### src/rtl/link_pkg.sv
`default_nettype none
// ============================================================================
// Module      : link_pkg
// Description : Shared lane-state encoding and lane word selection helper
//               for the LVDS link trainer.
// Revision    : 1.0 - initial release
// ============================================================================
package link_pkg;

    typedef enum logic [2:0] {
        LS_IDLE   = 3'd0,
        LS_CHECK  = 3'd1,
        LS_SLIP   = 3'd2,
        LS_HOLD   = 3'd3,
        LS_LOCKED = 3'd4,
        LS_FAIL   = 3'd5
    } lane_state_t;

    // Bit offset of a lane's word inside the packed multi-lane bus.
    function automatic int unsigned lane_lsb(input int unsigned lane, input int unsigned width);
        return lane * width;
    endfunction

endpackage
`default_nettype wire

### src/rtl/lane_aligner.sv
`default_nettype none
// ============================================================================
// Module      : lane_aligner
// Description : Single-lane word aligner: bitslips until the training word is
//               seen STABLE_CYCLES times in a row, then monitors for loss.
// Revision    : 1.0 - initial release
// ============================================================================
module lane_aligner
    import link_pkg::*;
#(
    parameter int unsigned              SERIALIZATION = 8,
    parameter logic [SERIALIZATION-1:0] SYNC_PATTERN  = SERIALIZATION'(8'hF0),
    parameter int unsigned              STABLE_CYCLES = 16,
    parameter int unsigned              SLIP_HOLDOFF  = 4,
    parameter int unsigned              MAX_SLIPS     = 2 * SERIALIZATION,
    parameter int unsigned              LOSS_CYCLES   = 8
) (
    input  logic                     i_clk,
    input  logic                     i_rst,
    input  logic                     i_train,
    input  logic                     i_monitor,
    input  logic [SERIALIZATION-1:0] i_word,
    output logic                     o_slip_pulse,
    output logic                     o_locked,
    output logic                     o_fail,
    output logic                     o_lock_lost
);

    localparam int unsigned c_stable_w = $clog2(STABLE_CYCLES + 1);
    localparam int unsigned c_slip_w   = $clog2(MAX_SLIPS + 1);
    localparam int unsigned c_hold_w   = $clog2(SLIP_HOLDOFF + 1);
    localparam int unsigned c_loss_w   = $clog2(LOSS_CYCLES + 1);

    localparam logic [c_stable_w-1:0] c_stable_last = c_stable_w'(STABLE_CYCLES - 1);
    localparam logic [c_stable_w-1:0] c_stable_max  = c_stable_w'(STABLE_CYCLES);
    localparam logic [c_stable_w-1:0] c_stable_one  = c_stable_w'(1);
    localparam logic [c_slip_w-1:0]   c_slip_max    = c_slip_w'(MAX_SLIPS);
    localparam logic [c_slip_w-1:0]   c_slip_one    = c_slip_w'(1);
    localparam logic [c_hold_w-1:0]   c_hold_last   = c_hold_w'(SLIP_HOLDOFF - 1);
    localparam logic [c_hold_w-1:0]   c_hold_one    = c_hold_w'(1);
    localparam logic [c_loss_w-1:0]   c_loss_last   = c_loss_w'(LOSS_CYCLES - 1);
    localparam logic [c_loss_w-1:0]   c_loss_one    = c_loss_w'(1);

    lane_state_t           r_state,      w_state;
    logic [c_stable_w-1:0] r_stable_cnt, w_stable_cnt;
    logic [c_slip_w-1:0]   r_slip_cnt,   w_slip_cnt;
    logic [c_hold_w-1:0]   r_hold_cnt,   w_hold_cnt;
    logic [c_loss_w-1:0]   r_loss_cnt,   w_loss_cnt;
    logic                  r_lock_lost,  w_lock_lost;
    logic                  w_match;

    assign w_match = (i_word == SYNC_PATTERN);

    always_ff @(posedge i_clk or negedge i_rst) begin
        if (!i_rst) begin
            r_state      <= LS_IDLE;
            r_stable_cnt <= '0;
            r_slip_cnt   <= '0;
            r_hold_cnt   <= '0;
            r_loss_cnt   <= '0;
            r_lock_lost  <= 1'b0;
        end else begin
            r_state      <= w_state;
            r_stable_cnt <= w_stable_cnt;
            r_slip_cnt   <= w_slip_cnt;
            r_hold_cnt   <= w_hold_cnt;
            r_loss_cnt   <= w_loss_cnt;
            r_lock_lost  <= w_lock_lost;
        end
    end

    always_comb begin
        w_state      = r_state;
        w_stable_cnt = r_stable_cnt;
        w_slip_cnt   = r_slip_cnt;
        w_hold_cnt   = r_hold_cnt;
        w_loss_cnt   = r_loss_cnt;
        w_lock_lost  = 1'b0;
        // Training restart overrides everything, including a loss event.
        if (i_train) begin
            w_state      = LS_CHECK;
            w_stable_cnt = '0;
            w_slip_cnt   = '0;
            w_hold_cnt   = '0;
            w_loss_cnt   = '0;
        end else begin
            case (r_state)
                LS_IDLE: ;
                LS_CHECK: begin
                    if (w_match) begin
                        if (r_stable_cnt == c_stable_last) begin
                            w_state      = LS_LOCKED;
                            w_stable_cnt = c_stable_max;
                            w_loss_cnt   = '0;
                        end else begin
                            w_stable_cnt = r_stable_cnt + c_stable_one;
                        end
                    end else begin
                        w_stable_cnt = '0;
                        w_state      = (r_slip_cnt == c_slip_max) ? LS_FAIL : LS_SLIP;
                    end
                end
                LS_SLIP: begin
                    if (r_slip_cnt != c_slip_max) begin
                        w_slip_cnt = r_slip_cnt + c_slip_one;
                    end
                    w_hold_cnt = '0;
                    w_state    = LS_HOLD;
                end
                LS_HOLD: begin
                    if (r_hold_cnt == c_hold_last) begin
                        w_hold_cnt = '0;
                        w_state    = LS_CHECK;
                    end else begin
                        w_hold_cnt = r_hold_cnt + c_hold_one;
                    end
                end
                LS_LOCKED: begin
                    if (i_monitor && !w_match) begin
                        if (r_loss_cnt == c_loss_last) begin
                            w_state      = LS_CHECK;
                            w_stable_cnt = '0;
                            w_slip_cnt   = '0;
                            w_hold_cnt   = '0;
                            w_loss_cnt   = '0;
                            w_lock_lost  = 1'b1;
                        end else begin
                            w_loss_cnt = r_loss_cnt + c_loss_one;
                        end
                    end else begin
                        w_loss_cnt = '0;
                    end
                end
                LS_FAIL: ;
                default: w_state = LS_IDLE;
            endcase
        end
    end

    assign o_slip_pulse = (r_state == LS_SLIP);
    assign o_locked     = (r_state == LS_LOCKED);
    assign o_fail       = (r_state == LS_FAIL);
    assign o_lock_lost  = r_lock_lost;

endmodule
`default_nettype wire

### src/rtl/lvds_link_trainer.sv
`default_nettype none
// ============================================================================
// Module      : lvds_link_trainer
// Description : Multi-lane LVDS receive word-alignment trainer; one aligner
//               per lane plus link-level ready / lock-lost status.
// Revision    : 1.0 - initial release
// ============================================================================
module lvds_link_trainer
    import link_pkg::*;
#(
    parameter int unsigned              SERIALIZATION = 8,
    parameter int unsigned              CHANNELS      = 4,
    parameter logic [SERIALIZATION-1:0] SYNC_PATTERN  = SERIALIZATION'(8'hF0),
    parameter int unsigned              STABLE_CYCLES = 16,
    parameter int unsigned              SLIP_HOLDOFF  = 4,
    parameter int unsigned              MAX_SLIPS     = 2 * SERIALIZATION,
    parameter int unsigned              LOSS_CYCLES   = 8
) (
    input  logic                              i_clk,
    input  logic                              i_rst,
    input  logic                              i_train,
    input  logic                              i_monitor,
    input  logic [SERIALIZATION*CHANNELS-1:0] i_data,
    output logic [CHANNELS-1:0]               o_slip_pulse,
    output logic [CHANNELS-1:0]               o_lane_locked,
    output logic [CHANNELS-1:0]               o_lane_fail,
    output logic                              o_lock_lost,
    output logic                              o_ready
);

    logic [CHANNELS-1:0] w_lock_lost;

    for (genvar k = 0; k < CHANNELS; k++) begin : g_lane
        lane_aligner #(
            .SERIALIZATION (SERIALIZATION),
            .SYNC_PATTERN  (SYNC_PATTERN),
            .STABLE_CYCLES (STABLE_CYCLES),
            .SLIP_HOLDOFF  (SLIP_HOLDOFF),
            .MAX_SLIPS     (MAX_SLIPS),
            .LOSS_CYCLES   (LOSS_CYCLES)
        ) u_lane (
            .i_clk        (i_clk),
            .i_rst        (i_rst),
            .i_train      (i_train),
            .i_monitor    (i_monitor),
            .i_word       (i_data[lane_lsb(k, SERIALIZATION) +: SERIALIZATION]),
            .o_slip_pulse (o_slip_pulse[k]),
            .o_locked     (o_lane_locked[k]),
            .o_fail       (o_lane_fail[k]),
            .o_lock_lost  (w_lock_lost[k])
        );
    end

    assign o_lock_lost = |w_lock_lost;
    assign o_ready     = &o_lane_locked;

endmodule
`default_nettype wire

### config.mk
export PLATFORM = sky130hd
export DESIGN_NAME = lvds_link_trainer
export DESIGN_NICKNAME = d
export VERILOG_FILES = /design/src/rtl/link_pkg.sv /design/src/rtl/lane_aligner.sv /design/src/rtl/lvds_link_trainer.sv
export SDC_FILE = /design/constraint.sdc
export NUM_CORES = 1
export LEC_CHECK = 0
export ABC_AREA = 1
export ABC_CLOCK_PERIOD_IN_PS = 1650
export BUFFER_PORTS_ARGS = -buffer_cell sky130_fd_sc_hd__buf_2
export CAP_MARGIN = 20
export CELL_PAD_IN_SITES_DETAIL_PLACEMENT = 1
export CELL_PAD_IN_SITES_GLOBAL_PLACEMENT = 2
export CORE_MARGIN = 1.5
export CORE_UTILIZATION = 34
export CTS_BUF_LIST = sky130_fd_sc_hd__clkbuf_16
export DETAILED_ROUTE_END_ITERATION = 6
export HOLD_SLACK_MARGIN = 0.03
export PLACE_DENSITY_LB_ADDON = 0.05
export SYNTH_ARGS = -nofsm -noshare
export SYNTH_HDL_FRONTEND = slang
export SYNTH_SLANG_ARGS = --single-unit
### constraint.sdc
create_clock -name i_clk -period 1.65 [get_ports i_clk]
set_input_delay 0.0825 -clock i_clk [delete_from_list [all_inputs] [get_ports i_clk]]
set_output_delay 0.0825 -clock i_clk [all_outputs]
set_load 0.02 [all_outputs]
==> results of run 1 <==
[cells in the final DEF (no fill, tap or decap), drive strengths merged, types with 4 or more instances in the layout]
cell	synthesis	routed
nor3b	4	4
nand4	14	14
xor2	15	15
ha	24	24
nand2	282	283
buf	21	111
nor2	108	108
dfrtp	84	84
or2	6	6
o31ai	4	4
o21ai	14	14
nor4	5	5
nand3	91	91
nor3	8	8
clkbuf	1	9
inv	84	85
[tightest hold or removal path, delay by kind of cell]
kind                   cells  cell delay [ns]
buffers and inverters      1             0.18
and+or+nand+nor            2             0.19
[worst min-delay path by stage]
| stage | slack (ns) | cells after the start | endpoint | startpoint |
|---|---|---|---|---|
| floorplan | -0.21 | 0 | g_lane[0].u_lane.o_lock_lost$_DFF_PN0_ | i_rst |
| global placement | 0.03 | 1 | g_lane[2].u_lane.r_slip_cnt[0]$_DFFE_PN0P_ | i_rst |
| detailed placement | 0.03 | 1 | g_lane[2].u_lane.r_slip_cnt[1]$_DFFE_PN0P_ | i_rst |
| CTS | 0.13 | 3 | g_lane[0].u_lane.o_lock_lost$_DFF_PN0_ | i_monitor |
| global route | 0.14 | 3 | g_lane[0].u_lane.o_lock_lost$_DFF_PN0_ | i_monitor |
| finish | 0.14 | 3 | g_lane[0].u_lane.o_lock_lost$_DFF_PN0_ | i_monitor |
[sequential cells by signal (all words and copies together), names as in the netlist]
name,count
g_lane.u_lane.r_stable_cnt,20
g_lane.u_lane.o_lock_lost,4
g_lane.u_lane.r_slip_cnt,20
g_lane.u_lane.r_state,12
g_lane.u_lane.r_hold_cnt,12
g_lane.u_lane.r_loss_cnt,16
[per-layer routing]
metal / up-vias / share of wire
met1: 2498 / 0.47
met2: 34 / 0.51
met4: 0 / 0.010
met3: 12 / 0.017
met5: - / 0
li1: 2643 / -
[final cells by class]
cell class | instances | area share
Clock buffer | 9 | 0.03297
Clock inverter | 7 | 0.01704
Timing Repair Buffer | 112 | 0.1152
Inverter | 84 | 0.04616
Tap cell | 211 | 0.03865
Sequential cell | 84 | 0.3077
Multi-Input combinational cell | 586 | 0.4422
[metrics by stage]
step	util	hold WS [ns]	setup TNS (ns)
2_1_floorplan	-	-0.2131	0
4_1_cts	0.4255	0.1331	-0.03688
3_3_place_gp	0.3974	0.03436	0
3_5_place_dp	0.3974	0.03372	0
5_1_grt	0.4460	0.1433	-0.8540
6_report	0.4460	0.1440	0
[power by group through the flow]
stage / registers [W] / clock network, W / logic, W
floorplan: 0.00245 / 0 / 0.00120
global placement: 0.00243 / 0 / 0.00179
detailed placement: 0.00244 / 0 / 0.00186
CTS: 0.00241 / 0.00245 / 0.00195
global route: 0.00243 / 0.00253 / 0.00234
finish: 0.00240 / 0.00237 / 0.00204
[repair_timing]
| action | 4_1_cts | 5_1_grt |
|---|---|---|
| endpoints found under the setup margin | 15 | 76 |
| hold endpoints to repair | 53 | 0 |
| gates cloned | 0 | 1 |
| buffers inserted | 6 | 17 |
| resized for setup | 14 | 62 |
| pin swaps | 4 | 22 |
| hold buffers | 1 | 0 |
[cells by family after synthesis]
family | after synthesis | share of synthesized area
simple gates | 521 | 0.4133
buf+inv | 106 | 0.08810
flops | 84 | 0.3905
fa+ha+maj | 24 | 0.05579
compound gates | 23 | 0.02464
xor+xnor | 17 | 0.02766
==> results.md, run 1 <==
- Via count: 5187
- Initial Util: 0.3515
- Area of the multi-input gates: 3020 um^2
- Worst hold-check path type: input port to flop
- Pleak: 3.682 nW
- GRT Total Usage: 0.1901
- RSZ-0062 raised after global routing: true
- Max Cap Viol: 0
- Ranking of synthesized cells by area: dfrtp_1 (39%), nand2_1 (19%), nand3_1 (8.1%), nor2_1 (7.2%), inv_1 (5.6%)
- RD Place Congestion: 0.8148
- Latest clock arrival within the worst-skew pair: 0.35 ns
- Inserted Diodes: 0
- Final Hold Viols: 0
- CTS tree: done
- Worst slew pin tran: 0.4523 ns
- PwrDens: 997.3 nW/um^2
- Post-synth ARST share: 1.000
- Syn_nets: 835
- Fin. max-slew vios: 0
- Yosys top cell by area: dfrtp_1
- FF/Latch Area: 2102 um^2
- CP delay by family, top: simple AND/OR/NAND/NOR gates
- Area growth from synthesis to layout: 26.89%
- DRT Pass-1 Iters: 4
- CP Capture Type: flop
- Proportion of layout cells with a drive suffix above 1: 0.2358
- Final wirelength: 15110 um
- WP data arrival: 1.88 ns
- Power, Total: 0.006812 W
- Top cells by count, synth: nand2_1 (274), nor2_1 (103), nand3_1 (87), dfrtp_1 (84), inv_1 (81)
- Post-synthesis register bit count: 84
- R2r worst-path depth: 7
- DIE AREA: 16590 um^2
- Die H: 128.8 um
- FP Rows: 45
- Clock skew: 0.004459 ns
- Comb pwr share: 0.300
- Synth Area per Inst: 6.945 um^2
- Power share of the sequential group: 0.353
- Per-cell routed wire length: 13.82 um
- Final setup vio count: 0
- Yosys top cell area share: 0.3905
- Crit path cell chain: nor2_2 -> nand2_2 -> nor2_1 -> nand2_4 -> buf_4 -> nand3_1 -> nand2_1
- P_int: 0.004455 W
- Outcome: complete, no violations
- Seq/Total Area, Yosys: 0.3905
- Peak VDD IR: 0.5567 mV
- Buffers added on ports: 49
- Net count, final: 937
- Synthesized netlist cell count: 775
- Reg2reg end: g_lane[1].u_lane.r_state[2]$_DFFE_PN0P_
- Post-synthesis instance area: 5383 um^2
- DP Worst Slack: 0.005784 ns
- Placed insts: 1053
- Worst Path Buf+Inv: 1
- GR Layer Usage met3: 0.03243
- Fillcell total: 1978
- Worst R2R Setup Slack: 0.008 ns
- Top-count cell post-synth: nand2_1
- Core area: 15310 um^2
- CP max-delay cell: dfrtp_1
- Critical Path Fanout Max: 5
- Critical path capture point: g_lane[1].u_lane.r_state[2]$_DFFE_PN0P_
- Worst setup SP type: flop
- Die Wd: 128.8 um
- Sink Count: 84
- DR iter-0 viols: 161
- Setup slack after layout: 0.008020 ns
- CTS Buf Count: 9
- Reg2reg start: g_lane[1].u_lane.r_state[1]$_DFFE_PN0P_
- Predominant post-synthesis flop cell: dfrtp_1
- Busiest layer in global routing: met2
- First-pass GRT wire length: 25050 um
- Vias per cell: 4.746
- Fin crit period: 1.642 ns
- Clock power frac: 0.347
- Routed Antenna Nets: 0
- Largest net degree at the start of global routing: 38
- Vias in the first global route: 5422
- WP depth: 7
- CP Class: flop to flop
- DP Area: 6086 um^2
- Top Ports: 50
- Net Sw Frac: 0.3460
- Initial antenna violation count: 0
- GR Util met1: 0.2336
- Rel. slew slack: 0.6973
- Count of different cell masters after synthesis: 31
- Longest Clk Path Bufs: 2
- Crit path required time: 1.89 ns
- Final Instance Count excl. Fillers: 1093
- H-tree depth: 3
- Ys Warns: 0
- Max incr delay on CP: 0.42 ns
- Final Cycle Share: 0.9951
- Total gr overflow: 0
- Fmax: 0.6090 GHz
- Post-route cell area: 6830 um^2
- Met2 Use GR: 0.3441
- Sw Pwr: 0.002357 W
- CTS clock-pin slew for the worst setup and hold paths: 0.06 ns
- Remaining DRCs: 0
- Post-DP HPWL: 11130 um
- Root Buffer: clkbuf_16
- EDFF count, synth: 0
- Crit. Startpoint: g_lane[1].u_lane.r_state[1]$_DFFE_PN0P_
(Power assumes the default switching activity.)
==> run 2: changes to the inputs <==
ABC_AREA = default   (was 1)
CORE_UTILIZATION = 37   (was 34)
==> run 2 against run 1 <==
  * The run now ends with setup timing left
  * Highest routed layer unchanged
  * Area after synthesis decreased by 5.7%
  * Sequential share of layout area shrank 2.9 points
  * Largest cell class unchanged
  * Clock skew up 0.0036 ns
  * Worst setup slack worse by 0.24 ns
  * Synthesized cell count is 26% lower
==> results.md, run 2 <==
- Largest regs: g_lane.u_lane.r_slip_cnt (20), g_lane.u_lane.r_stable_cnt (20), g_lane.u_lane.r_loss_cnt (16)
- Synth Area per Inst: 8.908 um^2 (+28%)
- FF/Latch Area: 2106 um^2 (+0.18%)
- Core area: 13300 um^2 (-13%)
- Proportion of layout cells with a drive suffix above 1: 0.4478 (+0.2120)
- Via count: 5105 (-1.6%)
- WP data arrival: 2.12 ns (+0.24 ns)
- Per-cell routed wire length: 17.59 um (+27%)
- Fillcell total: 1517 (-23%)
- Top Ports: 50 (unchanged)
- Top cells by count, synth: dfrtp_1 (84), o21ai_0 (60), nor2_1 (51), nand2_1 (46), inv_1 (30)
- Outcome: finished with violations
- RSZ-0062 raised after global routing: true
- DRT Pass-1 Iters: 4 (unchanged)
- Failing checks: setup timing
- Rel. slew slack: 0.6724 (-0.02497)
- Vias per cell: 5.419 (+14%)
- EDFF count, synth: 0 (unchanged)
- PwrDens: 941.8 nW/um^2 (-5.6%)
- Net count, final: 821 (-12%)
- FP Rows: 42 (-6.7%)
- Setup slack after layout: -0.2331 ns (-0.2412 ns)
- Clock skew: 0.008060 ns (+0.003601 ns)
- Die H: 120.1 um (-6.7%)
- Latest clock arrival within the worst-skew pair: 0.35 ns (about the same)
- Crit path required time: 1.88 ns (about the same)
- Predominant post-synthesis flop cell: dfrtp_1
- Ranking of synthesized cells by area: dfrtp_1 (41%), ha_1 (5.9%), o21ai_0 (5.9%), nor2_1 (3.8%), nand2_1 (3.4%)
- Vias in the first global route: 5510 (+1.6%)
- Pleak: 3.450 nW (-6.3%)
- Syn_nets: 630 (-25%)
- Total gr overflow: 0 (unchanged)
- H-tree depth: 3 (unchanged)
- Yosys top cell area share: 0.4140 (+0.02348)
- Commonest non-fill, non-tap cell in the layout: buf_4
- First-pass GRT wire length: 27040 um (+7.9%)
- Top-count cell post-synth: dfrtp_1
- Post-synthesis instance area: 5077 um^2 (-5.7%)
- Power, Total: 0.007110 W (+4.4%)
- Post-route setup TNS: -1.879 ns (-1.879 ns)
- Ys Warns: 0 (unchanged)
- Peak VDD IR: 0.8725 mV (+57%)
- Root Buffer: clkbuf_16
- Worst slew pin tran: 0.4905 ns (+0.03822 ns)
- Remaining DRCs: 0 (unchanged)
- Fmax: 0.5310 GHz (-13%)
- RD Place Congestion: 0.8212 (+0.79%)
- Fin crit period: 1.883 ns (+0.2412 ns)
- Sink Count: 84 (unchanged)
- Buffers added on ports: 49 (unchanged)
- Seq/Total Area, Yosys: 0.4140 (+0.02348)
- Yosys top cell by area: dfrtp_1
- Post-DP HPWL: 11860 um (+6.6%)
- GRT Total Usage: 0.2347 (+0.04461)
- Largest net degree at the start of global routing: 35 (-7.9%)
- DIE AREA: 14430 um^2 (-13%)
- Area of the multi-input gates: 3319 um^2 (+9.9%)
- Post-synthesis register bit count: 84 (unchanged)
- Placed insts: 903 (-14%)
- R2r worst-path depth: 4 (-3)
- Worst hold-check path type: input port to async pin
- Final wirelength: 16570 um (+9.7%)
- Fin. max-slew vios: 0 (unchanged)
- Inserted Diodes: 0 (unchanged)
- Post-synth ARST share: 1.000 (unchanged)
- Worst setup SP type: flop
- CTS Buf Count: 9 (unchanged)
- Longest Clk Path Bufs: 2 (unchanged)
- CP Capture Type: flop
- Routed Antenna Nets: 0 (unchanged)
- Final Hold Viols: 0 (unchanged)
- Die Wd: 120.1 um (-6.7%)
- Max Cap Viol: 0 (unchanged)
- Initial antenna violation count: 0 (unchanged)
- CTS tree: done
- Final setup vio count: 22 (+22)
- Critical Path Fanout Max: 4 (-1)
- Final Cycle Share: 1.141 (+0.1462)
- Most frequent cells in the layout: buf_4 (151), dfrtp_1 (81), buf_2 (46)
- Count of different cell masters after synthesis: 62 (+100%)
- CTS clock-pin slew for the worst setup and hold paths: 0.06 ns (about the same)
- DR iter-0 viols: 208 (+29%)
- Area growth from synthesis to layout: 48.69%
- Initial Util: 0.3819 (+0.03042)
- Final Instance Count excl. Fillers: 942 (-14%)
- CP Class: flop to flop
- Hold Worst Slack: 0.1830 ns (+0.03896 ns)
- Synthesized netlist cell count: 570 (-26%)
==> run 2: changes by cell type after synthesis, moves of 25 or more <==
cell,change
nand2_1,-228
nand3_1,-74
nor2_1,-52
inv_1,-51
o21ai_0,+46
a21oi_1,+25
==> run 2: per-layer routing <==
metal / track usage / vias to the layer above / routed length, um
met5: 0 / - / 0
met4: 0.05357 / 0 / 201
met3: 0.03897 / 18 / 413
met2: 0.4404 / 55 / 8882
met1: 0.2781 / 2568 / 7074
li1: - / 2464 / -
==> run 2: path summary, 6_finish.rpt <==
path,start,endpoint,slack [ns]
max reg2reg,g_lane[3].u_lane.r_state[0]$_DFFE_PN0P_,g_lane[3].u_lane.r_state[2]$_DFFE_PN0P_,-0.23
min,i_rst,g_lane[1].u_lane.r_slip_cnt[3]$_DFFE_PN0P_,0.18
min in group i_clk,i_data[2],g_lane[0].u_lane.r_stable_cnt[0]$_DFFE_PN0P_,0.20
max in group asynchronous,i_rst,g_lane[3].u_lane.r_stable_cnt[3]$_DFFE_PN0P_,0.87
max,g_lane[3].u_lane.r_state[0]$_DFFE_PN0P_,g_lane[3].u_lane.r_state[2]$_DFFE_PN0P_,-0.23
min reg2reg,g_lane[0].u_lane.r_stable_cnt[4]$_DFFE_PN0P_,g_lane[0].u_lane.r_stable_cnt[4]$_DFFE_PN0P_,0.49
==> run 2: final cells by class <==
type                            instances  area share
Tap cell                              176     0.02917
Inverter                               30     0.01492
Clock inverter                          7    0.007955
Sequential cell                        84      0.2789
Clock buffer                            9     0.02983
Multi-Input combinational cell        427      0.4397
Timing Repair Buffer                  209      0.1995
==> run 2: critical path, cell delays in order (launching register included) <==
cell     delay, ns
dfrtp_1       0.43
or4b_2        0.71
o22ai_2       0.17
a32oi_4       0.15
mux2_4        0.31
==> run 2: where the power goes <==
part	internal [W]	switching, W	leakage (nW)
logic	0.00125	0.00138	2.17
registers	0.00226	0.000205	1.14
clock network	0.00115	0.000861	0.139
==> run 2: timing repair <==
item | in CTS | in global routing
resized for setup | 48 | 99
setup buffers | 9 | 15
hold buffers | 1 | 0
pin swaps | 28 | 32
cloned | 0 | 0
endpoints found under the setup margin | 54 | 71
hold endpoints to repair | 65 | 0
==> run 2: cells by family (layout without fill, tap and decap cells) <==
family	after synthesis	count (layout)	synth area share
XOR/XNOR	4	4	0.006901
AO/OA/AOI/OAI	157	157	0.1947
adder cells (fa/ha/maj)	24	24	0.05914
buffers and inverters	59	255	0.05372
multiplexers	9	9	0.01947
flip-flops	84	84	0.4140
AND/OR/NAND/NOR	233	233	0.2521
==> run 2: per-stage QoR <==
stage	area (um^2)	util	setup slack, ns
6_report	7550	0.5679	-0.2331
3_3_place_gp	6563	0.4936	-0.1740
3_5_place_dp	6563	0.4936	-0.2122
4_1_cts	7107	0.5345	-0.1939
5_1_grt	7550	0.5679	-0.2852
2_1_floorplan	5239	-	-0.2225
